--- src/rtl/spiflash_responder.sv ---
// spiflash_responder: SPI mode-0 flash slave serving a read-only image from a 1-cycle synchronous ROM.
// Supports read (03), fast read (0B), power-down (B9) and release (AB); pins are oversampled on clk.
module spiflash_responder #(
    parameter int ADDR_W   = 16,
    parameter bit START_PD = 1'b0
) (
    input  logic              clk,
    input  logic              resetn,
    input  logic              spi_csb,
    input  logic              spi_clk,
    input  logic              spi_mosi,
    output logic              spi_miso,
    output logic              spi_miso_oe,
    output logic              mem_rd,
    output logic [ADDR_W-1:0] mem_addr,
    input  logic [7:0]        mem_rdata,
    output logic              powered_down
);
    typedef enum logic [2:0] {IDLE, CMD, ADDR, DUMMY, DATA, IGNORE} state_t;

    state_t            state_q, state_d;
    logic [1:0]        csb_sync_q, sck_sync_q, mosi_sync_q;
    logic              sck_dly_q;
    logic [4:0]        cnt_q, cnt_d;
    logic [6:0]        cmd_q, cmd_d;
    logic [ADDR_W-2:0] addr_q, addr_d;
    logic [ADDR_W-1:0] mem_addr_q, mem_addr_d;
    logic [7:0]        sh_q, sh_d;
    logic              fast_q, fast_d, pd_q, pd_d, rd_q, rd_d, load_q;
    logic              miso_q, miso_d, oe_q, oe_d;
    logic              csb_s, mosi_s, rise, fall;
    logic [7:0]        cmd_next;
    logic [ADDR_W-1:0] addr_next;

    assign csb_s        = csb_sync_q[1];
    assign mosi_s       = mosi_sync_q[1];
    assign rise         = sck_sync_q[1] & ~sck_dly_q;
    assign fall         = ~sck_sync_q[1] & sck_dly_q;
    assign cmd_next     = {cmd_q, mosi_s};
    // Only the low ADDR_W address bits survive the shift, which gives the modulo wrap for free.
    assign addr_next    = {addr_q, mosi_s};
    assign spi_miso     = miso_q;
    assign spi_miso_oe  = oe_q;
    assign mem_rd       = rd_q;
    assign mem_addr     = mem_addr_q;
    assign powered_down = pd_q;

    always_ff @(posedge clk or negedge resetn) begin
        if (!resetn) begin
            csb_sync_q  <= 2'b11;
            sck_sync_q  <= 2'b00;
            mosi_sync_q <= 2'b00;
            sck_dly_q   <= 1'b0;
            state_q     <= IDLE;
            cnt_q       <= '0;
            cmd_q       <= '0;
            addr_q      <= '0;
            mem_addr_q  <= '0;
            sh_q        <= '0;
            fast_q      <= 1'b0;
            pd_q        <= START_PD;
            rd_q        <= 1'b0;
            load_q      <= 1'b0;
            miso_q      <= 1'b0;
            oe_q        <= 1'b0;
        end else begin
            csb_sync_q  <= {csb_sync_q[0], spi_csb};
            sck_sync_q  <= {sck_sync_q[0], spi_clk};
            mosi_sync_q <= {mosi_sync_q[0], spi_mosi};
            sck_dly_q   <= sck_sync_q[1];
            state_q     <= state_d;
            cnt_q       <= cnt_d;
            cmd_q       <= cmd_d;
            addr_q      <= addr_d;
            mem_addr_q  <= mem_addr_d;
            sh_q        <= sh_d;
            fast_q      <= fast_d;
            pd_q        <= pd_d;
            rd_q        <= rd_d;
            load_q      <= rd_q;
            miso_q      <= miso_d;
            oe_q        <= oe_d;
        end
    end

    always_comb begin
        state_d    = state_q;
        cnt_d      = cnt_q;
        cmd_d      = cmd_q;
        addr_d     = addr_q;
        mem_addr_d = mem_addr_q;
        fast_d     = fast_q;
        pd_d       = pd_q;
        rd_d       = 1'b0;
        sh_d       = load_q ? mem_rdata : sh_q;
        miso_d     = miso_q;
        oe_d       = oe_q;
        if (csb_s) begin
            state_d = IDLE;
            cnt_d   = '0;
            oe_d    = 1'b0;
            miso_d  = 1'b0;
        end else begin
            case (state_q)
                IDLE: begin
                    state_d = CMD;
                    cnt_d   = '0;
                end
                CMD: if (rise) begin
                    cmd_d = cmd_next[6:0];
                    cnt_d = cnt_q + 5'd1;
                    if (cnt_q == 5'd7) begin
                        cnt_d   = '0;
                        state_d = IGNORE;
                        if (cmd_next == 8'hAB) begin
                            pd_d = 1'b0;
                        end else if (!pd_q) begin
                            pd_d    = cmd_next == 8'hB9;
                            fast_d  = cmd_next == 8'h0B;
                            state_d = (cmd_next == 8'h03 || cmd_next == 8'h0B) ? ADDR : IGNORE;
                        end
                    end
                end
                ADDR: if (rise) begin
                    addr_d = addr_next[ADDR_W-2:0];
                    cnt_d  = cnt_q + 5'd1;
                    if (cnt_q == 5'd23) begin
                        cnt_d      = '0;
                        mem_addr_d = addr_next;
                        rd_d       = 1'b1;
                        state_d    = fast_q ? DUMMY : DATA;
                    end
                end
                DUMMY: if (rise) begin
                    cnt_d   = (cnt_q == 5'd7) ? 5'd0 : cnt_q + 5'd1;
                    state_d = (cnt_q == 5'd7) ? DATA : DUMMY;
                end
                DATA: begin
                    if (fall) begin
                        miso_d = sh_q[7];
                        oe_d   = 1'b1;
                        sh_d   = {sh_q[6:0], 1'b0};
                    end
                    // Last bit of a byte sampled: prefetch the next one so it is loaded before the fall.
                    if (rise) begin
                        cnt_d = (cnt_q == 5'd7) ? 5'd0 : cnt_q + 5'd1;
                        if (cnt_q == 5'd7) begin
                            mem_addr_d = mem_addr_q + ADDR_W'(1);
                            rd_d       = 1'b1;
                        end
                    end
                end
                default: oe_d = 1'b0;
            endcase
        end
    end
endmodule
--- config.mk ---
export PLATFORM = sky130hd
export DESIGN_NAME = spiflash_responder
export DESIGN_NICKNAME = d
export VERILOG_FILES = /design/src/rtl/spiflash_responder.sv
export SDC_FILE = /design/constraint.sdc
export NUM_CORES = 1
export LEC_CHECK = 0
export BUFFER_PORTS_ARGS = -buffer_cell sky130_fd_sc_hd__buf_2
export CAP_MARGIN = 25
export CORE_MARGIN = 1
export CORE_UTILIZATION = 50
export CTS_CLUSTER_DIAMETER = 200
export DETAILED_ROUTE_END_ITERATION = 8
export GPL_TIMING_DRIVEN = 1
export PLACE_DENSITY_LB_ADDON = 0.2
export RECOVER_POWER = 50
export REMOVE_ABC_BUFFERS = 1
export SYNTH_ARGS = -nofsm -noshare
export SYNTH_HDL_FRONTEND = slang
export SYNTH_SLANG_ARGS = --single-unit
--- constraint.sdc ---
create_clock -name clk -period 2.3 [get_ports clk]
set_input_delay 0.115 -clock clk [delete_from_list [all_inputs] [get_ports clk]]
set_output_delay 0.115 -clock clk [all_outputs]
set_load 0.02 [all_outputs]
==> impl_metrics.csv <==
group,metric,value,unit
floorplan,initial_utilization,52.3,%
final_layout,finish.utilization,58.5,%
floorplan,die-area,0.00705,mm2
run_status,status,"finished with violations",
clock_tree,cts_sinks,67,
placed_design,gp_congestion,0.821,
synthesis,yosys_most_used_dff,"dfrtp_1",
grt,grt_pass1_wl,11100,um
sta,skew,0.00651,ns
sta,post-route-period-util,82.9,%
final_layout,drive_gt1_share,25.1,%
sta,rsz0062_at_grt,"false",
floorplan,die_h,84.0,um
sta,slew_viol_final,68,
clock_tree,cts_resized,0,
clock_tree,clock_path_buffers,2,
floorplan,core_area,0.00642,mm2
power,p_total,2.98,mW
setup_path,start_kind,"flop",
sta,relSlewSlack,-7.44,%
run_status,violations,"DRC, capacitance limit, slew limit",
route,postRouteAntennaNets,0,
placed_design,dp_hpwl,4280,um
sta,fmax,0.524,GHz
grt,grt_max_degree,68,
sta,worst_pin_slew,1.61,ns
synthesis,synth_cells,319,
final_layout,nFillCells,522,
clock_tree,htreeDepth,3,
clock_tree,clk_latency,0.34,ns
sta,tns,0,ns
synthesis,netlist_area,0.00336,mm2
synthesis,ys_warn_count,0,
synthesis,yosysTopAreaCell,"dfrtp_1",
synthesis,avgSynthCellArea,10.5,um2
clock_tree,clk_pin_slew,0.07,ns
worst_hold_path,hp-class,"primary input to flop",
setup_path,critPathMaxFanout,15,
setup_path,critPathRequiredTime,2.56,ns
placed_design,port_buffers,32,
final_layout,layout.nets,369,
floorplan,ios,33,
sta,fin_crit,1.91,ns
route,via_per_inst,5.70,
synthesis,synth_cell_types,56,
clock_tree,cts_tree,"done",
synthesis,synth-edff-count,0,
sta,setup_violations,0,
synthesis,synthTopCellsByArea,"dfrtp_1, mux2_2, nand2_1",
synthesis,ys_async_sr_fraction,100,%
route,drt_wl_total,6270,um
synthesis,synth_top_area_share,48.4,%
route,drt_first_pass_iters,7,
setup_path,crit_path_end_kind,"flop",
power,p_leak,1.72,nW
placed_design,place_ws,0.392,ns
final_layout,area_growth,11.9,%
sta,worst_slack,0.393,ns
route,drc,10,
sta,hold_viol_final,0,
final_layout,antenna_cells,0,
clock_tree,cts_setup_buffers,0,
grt,antenna_found_initial,0,
floorplan,num_rows,29,
synthesis,ys_seq_area_share,50.0,%
synthesis,synth_seq_cells,67,
floorplan,fp.dieW,84.0,um
grt,grt_overflow,0,
route,drt_iter0_markers,90,
power,ir_drop,370,uV
run,drv_cap,1,
synthesis,synth_most_common_cell,"dfrtp_1",
route,vias,2485,
clock_tree,cts_root_buf,"clkbuf_8",
power,powerDensity,793,mW/mm2
route,wl_per_cell,14.4,um
synthesis,synth_commonest_cells,"dfrtp_1, nand2_1, a21oi_1",
clock_tree,cts_made_buffers,9,
setup_path,crit_type,"flop to flop",
grt,track_usage,19.9,%
grt,grt_pass1_vias,2431,
setup_path,critPathArrivalTime,2.17,ns
## sequential cells by signal, summed over array words and instances (netlist names), 2 cells and up
register and flops:
cnt_q 5, sh_q 8, state_q 3, csb_sync_q 2, mem_addr 16, sck_sync_q 2
cmd_q 7, mosi_sync_q 2, addr_q 15
## layout by cell type (no fill, tap or decap), drive strengths merged, types with 5 or more instances in the layout
master / count
mux2: 22
o21ai: 23
o22ai: 7
nand2b: 5
a2bb2oi: 5
buf: 34
nor2: 21
nand2: 34
clkbuf: 17
a21oi: 25
inv: 9
nand3: 23
mux2i: 11
dfrtp: 65
## where the power goes
part	total [mW]	switching [mW]	internal [mW]	leakage, nW
logic	0.661	0.369	0.292	0.736
registers	1.46	0.143	1.31	0.889
clock network	0.863	0.415	0.448	0.0905
## routing by layer
| metal | GRT usage, % | share of wire, % | vias up |
|---|---|---|---|
| li1 | - | - | 1229 |
| met1 | 26.2 | 48 | 1204 |
| met2 | 31.1 | 46 | 47 |
| met3 | 6.23 | 4.8 | 5 |
| met4 | 6.58 | 0.80 | 0 |
| met5 | 0 | 0 | - |
## cell families (layout without fill, tap and decap cells)
logic type / count (synthesis) / after routing / share of synthesized area, %
flip-flops: 67 / 67 / 50.0
buffers and inverters: 26 / 66 / 4.06
multiplexers: 33 / 33 / 10.8
AND/OR/NAND/NOR: 112 / 112 / 19.3
adder cells (fa/ha/maj): 2 / 2 / 0.745
AO/OA/AOI/OAI: 79 / 79 / 15.2
## final timing paths
kind / start / to / slack [ns] / cells past startpoint
max: state_q[2] / fast_q / 0.39 / 5
min: mem_rdata[0] / sh_q[0] / 0.04 / 3
max reg2reg: state_q[2] / fast_q / 0.39 / 5
min reg2reg: mosi_sync_q[0] / mosi_sync_q[1] / 0.35 / 0
max in group asynchronous: resetn / mem_addr[9] / 0.51 / 3
min in group asynchronous: resetn / sh_q[1] / 0.82 / 3
## through the flow
stage | hold WS, ns | cells | instance area [um2]
4_1_cts | 0.0168 | 436 | 3780
6_report | 0.0369 | 436 | 3760
2_1_floorplan | -0.181 | 302 | 3260
3_3_place_gp | 0.159 | 416 | 3560
3_5_place_dp | 0.159 | 416 | 3560
5_1_grt | 0.0609 | 436 | 3760
## area by class of cell
type	instances	area [um2]	share of cell area, %
sequential	67	1680	44.7
multi-input combinational	226	1540	41.1
timing repair buffer	41	233	6.19
clock buffer	14	163	4.33
tap	77	96.3	2.56
inverter	9	33.8	0.899
clock inverter	2	10.0	0.266
## worst max-delay path, stage by stage (launching register included)
cell and delay (ns):
dfrtp_1 0.53, nor2_1 0.34, nand3_2 0.31, a2111oi_2 0.45, nand3_1 0.12, o21ai_0 0.09
## timing repair
item | 4_1_cts | 5_1_grt
hold buffers | 4 | 0
endpoints found under the setup margin | 0 | 0
hold endpoints to repair | 68 | 0
No activity file was read; power rests on OpenSTA's default activity.
